$ cat config.mk
export PLATFORM = sky130hd
export DESIGN_NAME = udp_oe_arp_tx
export DESIGN_NICKNAME = d
export VERILOG_FILES = /design/src/rtl/udp_oe_pkg.sv /design/src/rtl/udp_oe_arp_tx.sv
export SDC_FILE = /design/constraint.sdc
export NUM_CORES = 1
export LEC_CHECK = 0
export ABC_AREA = 1
export CORE_MARGIN = 10
export CORE_UTILIZATION = 43
export DETAILED_ROUTE_END_ITERATION = 10
export GPL_TIMING_DRIVEN = 0
export PLACE_DENSITY = 0.77
export SLEW_MARGIN = 20
export SYNTH_ARGS = -nofsm -noshare
export SYNTH_HDL_FRONTEND = slang
export SYNTH_SLANG_ARGS = --single-unit
$ cat constraint.sdc
create_clock -name clk -period 6.7 [get_ports clk]
set_input_delay 1.34 -clock clk [delete_from_list [all_inputs] [get_ports clk]]
set_output_delay 1.34 -clock clk [all_outputs]
set_load 0.03 [all_outputs]
$ cat src/rtl/udp_oe_pkg.sv
// rtl/udp_oe_pkg.sv - shared constants, types and the ARP reply beat builder for the UDP offload engine
package udp_oe_pkg;

    localparam logic [15:0] ETHERTYPE_ARP  = 16'h0806;
    localparam logic [15:0] ARP_HTYPE_ETH  = 16'h0001;
    localparam logic [15:0] ARP_PTYPE_IPV4 = 16'h0800;
    localparam logic [7:0]  ARP_HLEN       = 8'h06;
    localparam logic [7:0]  ARP_PLEN       = 8'h04;
    localparam logic [15:0] ARP_OPER_REPLY = 16'h0002;

    localparam int ETH_MIN_FRAME_BYTES = 60;
    localparam int ARP_FRAME_BYTES     = 42;

    typedef enum logic [1:0] {
        ARP_TX_IDLE = 2'd0,
        ARP_TX_SEND = 2'd1,
        ARP_TX_GAP  = 2'd2
    } arp_tx_state_e;

    typedef struct packed {
        logic [47:0] sha;
        logic [31:0] spa;
        logic [47:0] tha;
        logic [31:0] tpa;
    } arp_snapshot_t;

    // Beats 6 and 7 only exist when padding to the Ethernet minimum and carry zeros.
    function automatic logic [63:0] arp_reply_beat(input logic [2:0] idx, input arp_snapshot_t snap);
        logic [63:0] beat;
        beat = '0;
        case (idx)
            3'd0:    beat = {snap.tha, snap.sha[47:32]};
            3'd1:    beat = {snap.sha[31:0], ETHERTYPE_ARP, ARP_HTYPE_ETH};
            3'd2:    beat = {ARP_PTYPE_IPV4, ARP_HLEN, ARP_PLEN, ARP_OPER_REPLY, snap.sha[47:32]};
            3'd3:    beat = {snap.sha[31:0], snap.spa};
            3'd4:    beat = {snap.tha, snap.tpa[31:16]};
            3'd5:    beat = {snap.tpa[15:0], 48'h0};
            default: beat = '0;
        endcase
        return beat;
    endfunction

endpackage

$ cat src/rtl/udp_oe_arp_tx.sv
// rtl/udp_oe_arp_tx.sv - ARP reply frame generator emitting 64-bit stream beats toward the TX frame mux
module udp_oe_arp_tx
    import udp_oe_pkg::*;
#(
    parameter bit          PAD_TO_MIN = 1'b1,
    parameter int unsigned GAP_CYCLES = 0,
    parameter int unsigned CNT_W      = 16
) (
    input  logic             clk,
    input  logic             reset,
    input  logic             arp_enable,
    input  logic             arp_trigger,
    input  logic [47:0]      fpga_mac_adr,
    input  logic [31:0]      fpga_ip_adr,
    input  logic [47:0]      host_mac_adr,
    input  logic [31:0]      host_ip_adr,
    output logic             tx_tvalid,
    input  logic             tx_tready,
    output logic [63:0]      tx_tdata,
    output logic [7:0]       tx_tkeep,
    output logic             tx_tlast,
    output logic [CNT_W-1:0] arp_tx_count,
    output logic [CNT_W-1:0] arp_drop_count,
    output logic             busy
);

    localparam int         FRAME_BYTES = PAD_TO_MIN ? ETH_MIN_FRAME_BYTES : ARP_FRAME_BYTES;
    localparam int         NUM_BEATS   = (FRAME_BYTES + 7) / 8;
    localparam logic [2:0] LAST_BEAT   = 3'(NUM_BEATS - 1);
    localparam int         LAST_BYTES  = FRAME_BYTES - 8 * (NUM_BEATS - 1);
    localparam logic [7:0] LAST_KEEP   = ~(8'hFF >> LAST_BYTES);
    localparam bit         HAS_GAP     = (GAP_CYCLES > 0);
    localparam logic [7:0] GAP_LAST    = HAS_GAP ? 8'(GAP_CYCLES - 1) : 8'd0;
    localparam logic [CNT_W-1:0] CNT_ONE = {{(CNT_W-1){1'b0}}, 1'b1};

    arp_tx_state_e    state_q, state_d;
    logic [2:0]       beat_q, beat_d;
    logic [7:0]       gap_q, gap_d;
    logic             pending_q, pending_d;
    arp_snapshot_t    snap_q, snap_d;
    logic [CNT_W-1:0] tx_cnt_q, tx_cnt_d;
    logic [CNT_W-1:0] drop_cnt_q, drop_cnt_d;

    logic trig;
    logic accept;
    logic gap_done;
    logic start;

    always_comb begin
        trig     = arp_enable & arp_trigger;
        accept   = (state_q == ARP_TX_SEND) & tx_tready;
        gap_done = (state_q == ARP_TX_GAP) & (gap_q == GAP_LAST);
        // The last gap cycle may launch the queued frame directly, so the
        // forced idle time between tlast and the next beat0 is exactly GAP_CYCLES.
        start    = ((state_q == ARP_TX_IDLE) | gap_done) & (trig | pending_q);

        state_d    = state_q;
        beat_d     = beat_q;
        gap_d      = gap_q;
        pending_d  = pending_q;
        snap_d     = snap_q;
        tx_cnt_d   = tx_cnt_q;
        drop_cnt_d = drop_cnt_q;

        case (state_q)
            ARP_TX_IDLE: ;
            ARP_TX_SEND: begin
                if (accept) begin
                    if (beat_q == LAST_BEAT) begin
                        tx_cnt_d = tx_cnt_q + CNT_ONE;
                        gap_d    = 8'd0;
                        state_d  = HAS_GAP ? ARP_TX_GAP : ARP_TX_IDLE;
                    end else begin
                        beat_d = beat_q + 3'd1;
                    end
                end
            end
            ARP_TX_GAP: begin
                if (gap_done) state_d = ARP_TX_IDLE;
                else          gap_d   = gap_q + 8'd1;
            end
            default: state_d = ARP_TX_IDLE;
        endcase

        if (start) begin
            state_d = ARP_TX_SEND;
            beat_d  = 3'd0;
            snap_d  = '{sha: fpga_mac_adr, spa: fpga_ip_adr, tha: host_mac_adr, tpa: host_ip_adr};
        end

        // A trigger arriving as the pending request is consumed takes its place.
        if (start) begin
            pending_d = pending_q & trig;
        end else if (trig) begin
            if (pending_q) drop_cnt_d = drop_cnt_q + CNT_ONE;
            else           pending_d  = 1'b1;
        end
    end

    always_ff @(posedge clk or posedge reset) begin
        if (reset) begin
            state_q    <= ARP_TX_IDLE;
            beat_q     <= 3'd0;
            gap_q      <= 8'd0;
            pending_q  <= 1'b0;
            snap_q     <= '0;
            tx_cnt_q   <= '0;
            drop_cnt_q <= '0;
        end else begin
            state_q    <= state_d;
            beat_q     <= beat_d;
            gap_q      <= gap_d;
            pending_q  <= pending_d;
            snap_q     <= snap_d;
            tx_cnt_q   <= tx_cnt_d;
            drop_cnt_q <= drop_cnt_d;
        end
    end

    always_comb begin
        tx_tvalid      = (state_q == ARP_TX_SEND);
        tx_tlast       = tx_tvalid & (beat_q == LAST_BEAT);
        tx_tdata       = tx_tvalid ? arp_reply_beat(beat_q, snap_q) : 64'h0;
        tx_tkeep       = tx_tvalid ? (tx_tlast ? LAST_KEEP : 8'hFF) : 8'h00;
        arp_tx_count   = tx_cnt_q;
        arp_drop_count = drop_cnt_q;
        busy           = (state_q != ARP_TX_IDLE) | pending_q;
    end

endmodule

==> reports/results.txt <==
Outcome: finished, final reports clean
Total wire length: 29950 µm
Area contributors post-synth: dfrtp_1, nand2_1, buf_2
Hold path cells: 2
Yosys top cell area share: 54.38%
Fin area: 12840 µm²
Commonest cells post-synth: nand2_1, dfrtp_1, nor2_1, inv_1, buf_2
RSZ-0062 raised after global routing: false
Number of global-route vias before repair: 8852
Max Clock Freq: 228.3 MHz
Row cnt: 53
Final hold violation count: 0
Via Count: 8818
Post-synthesis xor/xnor area fraction: 1.643%
Met1 Wirelength: 12460 µm
Total CTS buffers: 17
Most frequent cell after synthesis: nand2_1
Dpl hpwl: 22940 µm
Die width: 165.2 µm
DR WL met2: 14190 µm
Layout net count: 1635
Period utilization: 65.39%
Main flop type after synthesis: dfrtp_1
Worst-path clk slew: 70 ps
Yosys warns: 0
Starting density of the core: 43.40%
DRT Pass-1 Iters: 7
GPL Wtd Cong: 0.8335
H-tree depth: 4
Iter 0 DRT Violations: 675
First-pass GRT wire length: 46750 µm
Port bufs: 271
Tot GR Track Use: 21.87%
Post-CTS setup buffers: 0
Max-slew violations: 0
Hold_buf cts: 0
Synth Area in Compound Gates: 6.018%
Setup CP Type: flop to output port
CP endpoint kind: output port
CP required: 5360 ps
Max FO, Critical Path: 10
Setup_tns: 0 ps
Clock latency on the worst-skew pair: 430 ps
CTS tree: built
WL/cell: 17.10 µm
Slew @ Worst Pin: 692.6 ps
Met3 wire len: 2383 µm
Post-CTS sizing: 0
Hold Path Class: flop to flop
Flop2flop setup slack: 4830 ps
Placed cell area: 12280 µm²
Pleak: 6.248 nW
Power Density: 482.7 nW/µm²
Worst Skew: 9.162 ps
R2R cell count: 7
# IOs: 272
Sequential share of the synthesized area: 54.38%
CP arrival: 3040 ps
Endpoints failing setup: 0
Max-cap violations: 0
Max clock buf depth: 2
Area growth syn-to-layout: 41.64%
DP Cell Count: 1718
Largest net degree at the start of global routing: 33
DIE AREA: 27290 µm²
Worst VDD drop: 269.5 µV
Number of synthesized flops with an enable pin: 0
Simple-gate portion of the synthesized area: 31.50%
Netlist Area Pre-Place: 9065 µm²
DIE HEIGHT: 165.2 µm
CTS Sinks: 197
Yosys cell types: 27
Gr ovfl total: 0
Cell count after synthesis: 1165
Mapped Nets: 1338
Largest family of logic cells by synthesized area: simple AND/OR/NAND/NOR gates
Average size of a mapped cell: 7.781 µm²
Cell taking the most area after synthesis: dfrtp_1
Adder-Cell Fraction of Synth Area: 1.104%
FFs w/ async S/R, synth: 100.0%
Post-DRT Antenna Nets: 0
Layout cells sized above 1: 6.106%
Routed vias/inst: 5.036
Antenna violations before repair: 2
Layout Cells excl Fill: 1751
Post-detailed-route DRC marker count: 0
Rel. slew slack: 53.83%
Multiplexer area fraction after synthesis: 0%
Seq cells post-synth: 197
Crit start category: flop
CTS root buf: clkbuf_16
Core box area: 20890 µm²
Top Layer Used: met4
Final Critical Period: 4381 ps
[per-stage QoR]
stage	hold WS (ps)	total power [W]	utilization [%]	setup slack (ps)
floorplan	448.7	0.003896	-	2814
global placement	461.4	0.005145	58.05	1216
detailed placement	464.8	0.005229	58.79	2795
CTS	483.1	0.006241	61.44	2316
global route	494.3	0.006624	61.46	2085
finish	482.4	0.006197	61.47	2319
[final cells by class]
class / instances / area, µm²
Timing Repair Buffer: 278 / 2868
Clock inverter: 12 / 121.4
Tap cell: 275 / 344.1
Inverter: 46 / 176.4
Clock buffer: 19 / 432.9
Fill cell: 1892 / 8049
Buffer: 63 / 312.8
Multi-Input combinational cell: 859 / 3650
Sequential cell: 197 / 4930
Antenna cell: 2 / 5.005
[worst paths after layout]
path / endpoint / from
setup reg to reg: arp_tx_count[13] / beat_q[0]
min in group asynchronous: snap_q[92] / reset
max in group asynchronous: snap_q[121] / reset
hold reg to reg: snap_q[68] / snap_q[68]
hold / removal: snap_q[68] / snap_q[68]
setup / recovery: tx_tdata[55] / beat_q[0]
[critical path: stages (launching register included)]
cell and delay [ps]:
dfrtp_1 400, inv_1 120, ha_1 170, buf_2 280
buf_1 550, nand2_1 130, a31oi_1 230, clkdlybuf4s50_1 730
[logic make-up (layout without fill, tap and decap cells)]
kind of cell,after synthesis,in the layout
AOI/OAI and AO/OA,93,93
xor gates and xnor gates,17,17
adders and majority gates,8,8
buffers and inverters,109,418
DFF,197,197
other,0,2
and+or+nand+nor,741,741
[layout by cell type, fill, tap and decap left out]
master,count
bufinv_16,1
nor3_2,1
dfrtp_1,197
buf_1,3
inv_1,43
inv_8,2
nor2_4,1
xnor2_1,8
a31oi_1,29
nand2_1,667
o21ai_1,1
a22oi_1,13
nand3_1,10
nand3b_1,7
ha_1,8
a221oi_1,2
a21oi_1,26
clkbuf_1,15
clkbuf_16,17
buf_4,7
nor2_2,1
buf_12,5
clkinv_2,1
clkdlybuf4s50_1,271
o21ai_0,19
buf_2,40
buf_16,2
nand3_2,1
clkinvlp_4,6
o22ai_1,3
inv_2,2
xor2_1,9
diode_2,2
nor3_1,4
nand4_1,3
inv_6,3
nor2_1,46
[per-layer routing]
layer / GRT usage, % / up-vias
li1: - / 4199
met1: 27.43 / 4228
met2: 35.39 / 333
met3: 5.330 / 58
met4: 9.219 / 0
met5: 0 / -
[power by group]
group          switching (W)  internal (W)
combinational        0.00202       0.00120
sequential          0.000295       0.00169
clock               0.000472      0.000519
[sequential cells by signal (all words and copies together), names as in the netlist]
register / count
arp_drop_count: 16
arp_tx_count: 16
beat_q: 3
pending_q: 1
snap_q: 160
state_q: 1
No activity file was read; power rests on OpenSTA's default activity.
